`config.mk`:
```
export PLATFORM = sky130hd
export DESIGN_NAME = time_counter_flat
export DESIGN_NICKNAME = d
export VERILOG_FILES = /design/src/rtl/time_pkg.sv /design/src/rtl/time_counter_if.sv /design/src/rtl/mod_counter.sv /design/src/rtl/time_counter.sv /design/src/flat_wrapper.sv
export SDC_FILE = /design/constraint.sdc
export NUM_CORES = 1
export LEC_CHECK = 0
export CORE_MARGIN = 3
export CORE_UTILIZATION = 43
export CTS_BUF_LIST = sky130_fd_sc_hd__clkbuf_8 sky130_fd_sc_hd__clkbuf_16
export DETAILED_ROUTE_END_ITERATION = 8
export GPL_TIMING_DRIVEN = 1
export PLACE_DENSITY = 0.82
export SYNTH_ARGS = -nofsm -noshare
export SYNTH_HDL_FRONTEND = slang
export SYNTH_SLANG_ARGS = --single-unit
```
`constraint.sdc`:
```
create_clock -name Clk -period 2.25 [get_ports Clk]
set_input_delay 0.45 -clock Clk [delete_from_list [all_inputs] [get_ports Clk]]
set_output_delay 0.45 -clock Clk [all_outputs]
set_load 0.01 [all_outputs]
```
`src/rtl/time_pkg.sv`:
```
// time_pkg: shared constants and helpers for the time-of-day counter.
//   SEC_MOD / MIN_MOD : moduli of the seconds and minutes fields
//   SEC_W / MIN_W / HR_W : field widths
//   clamp()           : saturate a preset value to a field's maximum
package time_pkg;

    localparam int SEC_MOD = 60;
    localparam int MIN_MOD = 60;
    localparam int SEC_W   = 6;
    localparam int MIN_W   = 6;
    localparam int HR_W    = 5;

    // Returns v, or lim when v exceeds lim. Callers size the result down.
    function automatic logic [7:0] clamp(input logic [7:0] v, input logic [7:0] lim);
        return (v > lim) ? lim : v;
    endfunction

endpackage

```
`src/rtl/time_counter_if.sv`:
```
// time_counter_if: control, preset, alarm and time outputs of time_counter.
//   master modport : the controller driving En/Slt/Load/presets/alarm setup
//   slave modport  : the counter, driving Hr/Min/Sec and the Tick/Wrap/Alarm pulses
interface time_counter_if;
    import time_pkg::*;

    logic             En;
    logic             Slt;
    logic             Load;
    logic [HR_W-1:0]  LdHr;
    logic [MIN_W-1:0] LdMin;
    logic [SEC_W-1:0] LdSec;
    logic             AlmEn;
    logic [HR_W-1:0]  AlmHr;
    logic [MIN_W-1:0] AlmMin;
    logic [HR_W-1:0]  Hr;
    logic [MIN_W-1:0] Min;
    logic [SEC_W-1:0] Sec;
    logic             Tick;
    logic             Wrap;
    logic             Alarm;

    modport master (
        output En, Slt, Load, LdHr, LdMin, LdSec, AlmEn, AlmHr, AlmMin,
        input  Hr, Min, Sec, Tick, Wrap, Alarm
    );

    modport slave (
        input  En, Slt, Load, LdHr, LdMin, LdSec, AlmEn, AlmHr, AlmMin,
        output Hr, Min, Sec, Tick, Wrap, Alarm
    );

endinterface

```
`src/rtl/mod_counter.sv`:
```
// mod_counter: modulo-MOD counter with synchronous load.
//   clk, rst    : clock, asynchronous active-high reset (count -> 0)
//   inc_i       : advance by one (wraps MOD-1 -> 0)
//   load_i      : load ld_val_i; wins over inc_i
//   ld_val_i    : preset value (already in range)
//   count_o     : registered count
//   carry_o     : inc_i while at MOD-1, i.e. this field wraps on the next edge
module mod_counter #(
    parameter int MOD = 60,
    parameter int W   = 6
) (
    input  logic         clk,
    input  logic         rst,
    input  logic         inc_i,
    input  logic         load_i,
    input  logic [W-1:0] ld_val_i,
    output logic [W-1:0] count_o,
    output logic         carry_o
);

    logic [W-1:0] count_q;
    logic [W-1:0] count_d;
    logic         at_max;

    assign at_max  = (count_q == W'(MOD - 1));
    assign carry_o = inc_i & at_max;
    assign count_o = count_q;

    always_comb begin
        count_d = count_q;
        if (load_i) begin
            count_d = ld_val_i;
        end else if (inc_i) begin
            count_d = at_max ? '0 : count_q + W'(1);
        end
    end

    always_ff @(posedge clk or posedge rst) begin
        if (rst) begin
            count_q <= '0;
        end else begin
            count_q <= count_d;
        end
    end

endmodule

```
`src/rtl/time_counter.sv`:
```
// time_counter: hours:minutes:seconds time-of-day counter.
//   DIV    : clock cycles per second in normal rate (2..2^26)
//   HR_MOD : hour modulus (2..32)
//   Clk    : system clock, rising edge
//   Reset  : asynchronous active-high reset, clears all state
//   bus    : time_counter_if.slave -- En/Slt/Load/presets/alarm setup in,
//            Hr/Min/Sec time and Tick/Wrap/Alarm one-cycle pulses out
module time_counter
    import time_pkg::*;
#(
    parameter int DIV    = 50,
    parameter int HR_MOD = 24
) (
    input  logic               Clk,
    input  logic               Reset,
    time_counter_if.slave      bus
);

    localparam int PW = $clog2(DIV);

    logic [PW-1:0]    presc_q;
    logic [PW-1:0]    presc_d;
    logic             tick_int;
    logic             presc_end;

    logic [SEC_W-1:0] sec_cnt;
    logic [MIN_W-1:0] min_cnt;
    logic [HR_W-1:0]  hr_cnt;
    logic             sec_carry;
    logic             min_carry;
    logic             hr_carry;

    logic [SEC_W-1:0] ld_sec;
    logic [MIN_W-1:0] ld_min;
    logic [HR_W-1:0]  ld_hr;

    logic [MIN_W-1:0] min_next;
    logic [HR_W-1:0]  hr_next;

    logic             tick_q, tick_d;
    logic             wrap_q, wrap_d;
    logic             alarm_q, alarm_d;

    assign presc_end = (presc_q == PW'(DIV - 1));

    // Load suppresses the tick so that a preset never raises any pulse.
    assign tick_int = bus.En & ~bus.Load & (bus.Slt | presc_end);

    // Fast rate pins the prescaler at 0: leaving fast rate starts a full
    // period and entering it drops whatever partial count was there.
    always_comb begin
        presc_d = presc_q;
        if (bus.Load) begin
            presc_d = '0;
        end else if (bus.En) begin
            if (bus.Slt || presc_end) begin
                presc_d = '0;
            end else begin
                presc_d = presc_q + PW'(1);
            end
        end
    end

    assign ld_sec = SEC_W'(clamp(8'(bus.LdSec), 8'(SEC_MOD - 1)));
    assign ld_min = MIN_W'(clamp(8'(bus.LdMin), 8'(MIN_MOD - 1)));
    assign ld_hr  = HR_W'(clamp(8'(bus.LdHr), 8'(HR_MOD - 1)));

    mod_counter #(.MOD(SEC_MOD), .W(SEC_W)) u_sec (
        .clk      (Clk),
        .rst      (Reset),
        .inc_i    (tick_int),
        .load_i   (bus.Load),
        .ld_val_i (ld_sec),
        .count_o  (sec_cnt),
        .carry_o  (sec_carry)
    );

    mod_counter #(.MOD(MIN_MOD), .W(MIN_W)) u_min (
        .clk      (Clk),
        .rst      (Reset),
        .inc_i    (sec_carry),
        .load_i   (bus.Load),
        .ld_val_i (ld_min),
        .count_o  (min_cnt),
        .carry_o  (min_carry)
    );

    mod_counter #(.MOD(HR_MOD), .W(HR_W)) u_hr (
        .clk      (Clk),
        .rst      (Reset),
        .inc_i    (min_carry),
        .load_i   (bus.Load),
        .ld_val_i (ld_hr),
        .count_o  (hr_cnt),
        .carry_o  (hr_carry)
    );

    // Minute/hour values that follow a seconds wrap; only meaningful when
    // sec_carry is set. Out-of-range alarm settings can never equal them.
    assign min_next = min_carry ? '0 : min_cnt + MIN_W'(1);
    assign hr_next  = hr_carry  ? '0 : (min_carry ? hr_cnt + HR_W'(1) : hr_cnt);

    always_comb begin
        tick_d  = tick_int;
        wrap_d  = hr_carry;
        alarm_d = bus.AlmEn & sec_carry &
                  (min_next == bus.AlmMin) & (hr_next == bus.AlmHr);
    end

    always_ff @(posedge Clk or posedge Reset) begin
        if (Reset) begin
            presc_q <= '0;
            tick_q  <= 1'b0;
            wrap_q  <= 1'b0;
            alarm_q <= 1'b0;
        end else begin
            presc_q <= presc_d;
            tick_q  <= tick_d;
            wrap_q  <= wrap_d;
            alarm_q <= alarm_d;
        end
    end

    assign bus.Sec   = sec_cnt;
    assign bus.Min   = min_cnt;
    assign bus.Hr    = hr_cnt;
    assign bus.Tick  = tick_q;
    assign bus.Wrap  = wrap_q;
    assign bus.Alarm = alarm_q;

endmodule

```
`src/flat_wrapper.sv`:
```
// flat-port wrapper written by rule: the top's interface ports become plain ports
module time_counter_flat import time_pkg::*;
#(
    parameter int DIV    = 50,
    parameter int HR_MOD = 24
)
  (Clk, Reset, bus_En, bus_Slt, bus_Load, bus_LdHr, bus_LdMin, bus_LdSec, bus_AlmEn, bus_AlmHr, bus_AlmMin, bus_Hr, bus_Min, bus_Sec, bus_Tick, bus_Wrap, bus_Alarm);
  time_counter_if bus_i ();
  input  logic Clk;
  input  logic Reset;
  input wire logic [$bits(bus_i.En)-1:0] bus_En;
  input wire logic [$bits(bus_i.Slt)-1:0] bus_Slt;
  input wire logic [$bits(bus_i.Load)-1:0] bus_Load;
  input wire logic [$bits(bus_i.LdHr)-1:0] bus_LdHr;
  input wire logic [$bits(bus_i.LdMin)-1:0] bus_LdMin;
  input wire logic [$bits(bus_i.LdSec)-1:0] bus_LdSec;
  input wire logic [$bits(bus_i.AlmEn)-1:0] bus_AlmEn;
  input wire logic [$bits(bus_i.AlmHr)-1:0] bus_AlmHr;
  input wire logic [$bits(bus_i.AlmMin)-1:0] bus_AlmMin;
  output wire logic [$bits(bus_i.Hr)-1:0] bus_Hr;
  output wire logic [$bits(bus_i.Min)-1:0] bus_Min;
  output wire logic [$bits(bus_i.Sec)-1:0] bus_Sec;
  output wire logic [$bits(bus_i.Tick)-1:0] bus_Tick;
  output wire logic [$bits(bus_i.Wrap)-1:0] bus_Wrap;
  output wire logic [$bits(bus_i.Alarm)-1:0] bus_Alarm;
  assign bus_i.En = bus_En;
  assign bus_i.Slt = bus_Slt;
  assign bus_i.Load = bus_Load;
  assign bus_i.LdHr = bus_LdHr;
  assign bus_i.LdMin = bus_LdMin;
  assign bus_i.LdSec = bus_LdSec;
  assign bus_i.AlmEn = bus_AlmEn;
  assign bus_i.AlmHr = bus_AlmHr;
  assign bus_i.AlmMin = bus_AlmMin;
  assign bus_Hr = bus_i.Hr;
  assign bus_Min = bus_i.Min;
  assign bus_Sec = bus_i.Sec;
  assign bus_Tick = bus_i.Tick;
  assign bus_Wrap = bus_i.Wrap;
  assign bus_Alarm = bus_i.Alarm;
  time_counter #(.DIV(DIV), .HR_MOD(HR_MOD)) u_core (.Clk(Clk), .Reset(Reset), .bus(bus_i));
endmodule
```
==> metrics.yaml <==
grt_pass1_wl_um: 9090
n_antenna_cell: 0
clock_latency_ns: 0.28
synth.area.top_cells: "dfrtp_1 (35%), o21ai_0 (7.0%), xnor2_1 (4.7%)"
post-route-period-util: 0.960
arrival_ns: 2.38
hold_viol: 0
dpl.hpwl_um: 4010
cts_tree: "done"
peakVddDrop_mv: 0.282
area.growth.synth_to_final_pct: 47.8
crit_family: "simple AND/OR/NAND/NOR gates"
ys_seq_elements: 26
finClkSkew_ns: 0.00257
synthTopCellsByCount: "dfrtp_1 (26), o21ai_0 (26), nand2_1 (19), nor2_1 (16)"
cts_hold_buf: 0
numClockSinks: 26
synthFlopType: "dfrtp_1"
nets: 339
wl_um: 5590
start_util: 0.456
wire_per_inst_um: 16.0
syn_nets: 262
synth_top_area_cell: "dfrtp_1"
cp_num_buf_inv: 1
io_pins: 54
slew_violations: 0
synth_edf_count: 0
drive_gt1_frac: 0.174
slowest_stage: "dfrtp_1"
p_per_area_nw_per_um2: 540
drt_iter0_markers: 131
cp-start-kind: "flop"
min-delay-start: "u_core.presc_q[5]$_DFFE_PP0P_"
min_to: "u_core.presc_q[5]$_DFFE_PP0P_"
path_max_fanout: 7
synth_cell_types: 51
final.min_clock_period_ns: 2.16
synth.avg_cell_area_sq_um: 8.35
htree_num_levels: 1
rsz0062_at_grt: "yes"
worstSetupPathType: "reg2reg"
ff2ff_path_depth: 8
cts_max_path_buffers: 2
fmax_mhz: 463
syn_area_sq_um: 1860
numCtsBuffers: 3
port_buffers: 53
regToRegSetupSlack_ns: 0.09
crit_path_cell_trace: "ha_1, a41o_1, and3_4, buf_4, nor3_2, o32ai_2, nor4b_4, o2111a_1"
synth_top_area_frac: 0.349
finalSetupTns_ns: 0
finalSetupViolCount: 0
first_global_vias: 2008
via_per_inst: 5.93
fp.dieH_um: 71.8
maxCapViolCount: 0
dr.pass1.iters: 4
tightest_slew_ns: 0.361
grt_remaining_overflow: 0
rr_startpoint: "u_core.presc_q[0]$_DFFE_PP0P_"
die_area_sq_um: 5160
cp.required_ns: 2.47
synth_seq_area_share: 0.349
hold_depth: 1
p_leak_nw: 1.14
syn_inst: 223
cts.clk_slew.worst_paths_ns: 0.09
yosysWarnings: 0
relSlewSlack: 0.758
vias: 2069
fin_area_sq_um: 2750
coreArea_sq_um: 4090
gp_congestion: 0.863
placed_area_sq_um: 2620
antenna_left: 0
cts_root_buf: "clkbuf_8"
rows: 23
r2r-end: "u_core.bus.Alarm$_DFF_PP0_"
grt_max_degree: 36
status: "complete, no violations"
hold_class: "reg2reg"
cp-startpoint: "u_core.presc_q[0]$_DFFE_PP0P_"
antenna_found_initial: 0
fp.dieW_um: 71.8
drc: 0
endpoint_kind: "flop"
max_stage_delay_ns: 0.43
grt_usage: 0.216
synthArstFlopShare: 1.00
[where the power goes]
part / internal, mW / total (mW) / switching, mW / leakage, nW
sequential: 0.507 / 0.549 / 0.0423 / 0.327
clock: 0.238 / 0.397 / 0.159 / 0.0357
combinational: 0.281 / 0.542 / 0.261 / 0.778
total: 1.03 / 1.49 / 0.461 / 1.14
[per-stage QoR]
stage	power, mW	instances	util	hold WS (ns)	setup WS [ns]
3_5_place_dp	1.07	344	0.640	0.480	-0.435
5_1_grt	1.57	349	0.674	0.515	-0.0114
4_1_cts	1.47	348	0.660	0.494	0.0788
2_1_floorplan	0.812	223	-	0.445	0.0477
3_3_place_gp	1.06	344	0.640	0.471	-0.345
6_report	1.49	349	0.674	0.492	0.0910
[routing by layer]
layer | up-vias | share of wire | track usage
li1 | 978 | - | -
met1 | 966 | 0.42 | 0.281
met2 | 103 | 0.47 | 0.364
met3 | 22 | 0.067 | 0.0295
met4 | 0 | 0.033 | 0.0835
met5 | - | 0 | 0
[what timing repair did]
action	CTS	global route
buffers inserted	0	1
endpoints found under the setup margin	1	1
pin swaps	5	1
resized for setup	5	10
gates cloned	0	0
[worst max path at each step]
stage	depth (start not counted)	endpoint	slack, ns
3_3_place_gp	8	u_core.bus.Alarm$_DFF_PP0_	-0.35
3_5_place_dp	8	u_core.bus.Alarm$_DFF_PP0_	-0.44
4_1_cts	8	u_core.bus.Alarm$_DFF_PP0_	0.08
5_1_grt	8	u_core.bus.Alarm$_DFF_PP0_	-0.01
2_1_floorplan	9	u_core.bus.Alarm$_DFF_PP0_	0.05
6_report	8	u_core.bus.Alarm$_DFF_PP0_	0.09
[final cells by class]
| type | instances | area (sq um) |
|---|---|---|
| tap | 50 | 62.6 |
| sequential | 26 | 652 |
| clock inverter | 1 | 30.0 |
| inverter | 14 | 52.6 |
| timing repair buffer | 82 | 746 |
| fill | 328 | 1330 |
| multi-input combinational | 173 | 1170 |
| clock buffer | 3 | 41.3 |
[sequential cells by signal, indices dropped and copies added (netlist names)]
register	cells
u_core.bus.Tick	1
u_core.bus.Alarm	1
u_core.bus.Wrap	1
u_core.presc_q	6
u_core.u_hr.count_o	5
u_core.u_sec.count_o	6
u_core.u_min.count_o	6
[logic make-up (layout without fill, tap and decap cells)]
kind of cell,Yosys count,count (layout),synth area share
simple gates,85,85,0.253
compound gates,68,68,0.235
flops,26,26,0.349
buf+inv,24,100,0.0571
xor+xnor,13,13,0.0611
fa+ha+maj,5,5,0.0336
mux,2,2,0.0107
[cells in the final DEF, fill, tap and decap left out, drive strengths merged, types with 5 or more instances in the layout]
master / n
a21oi: 13
buf: 29
clkdlybuf4s50: 51
dfrtp: 26
ha: 5
inv: 14
nand2: 19
nand2b: 6
nand3: 13
nand4: 7
nor2: 16
nor3: 8
o21ai: 26
xnor2: 10
(Power assumes the default switching activity.)
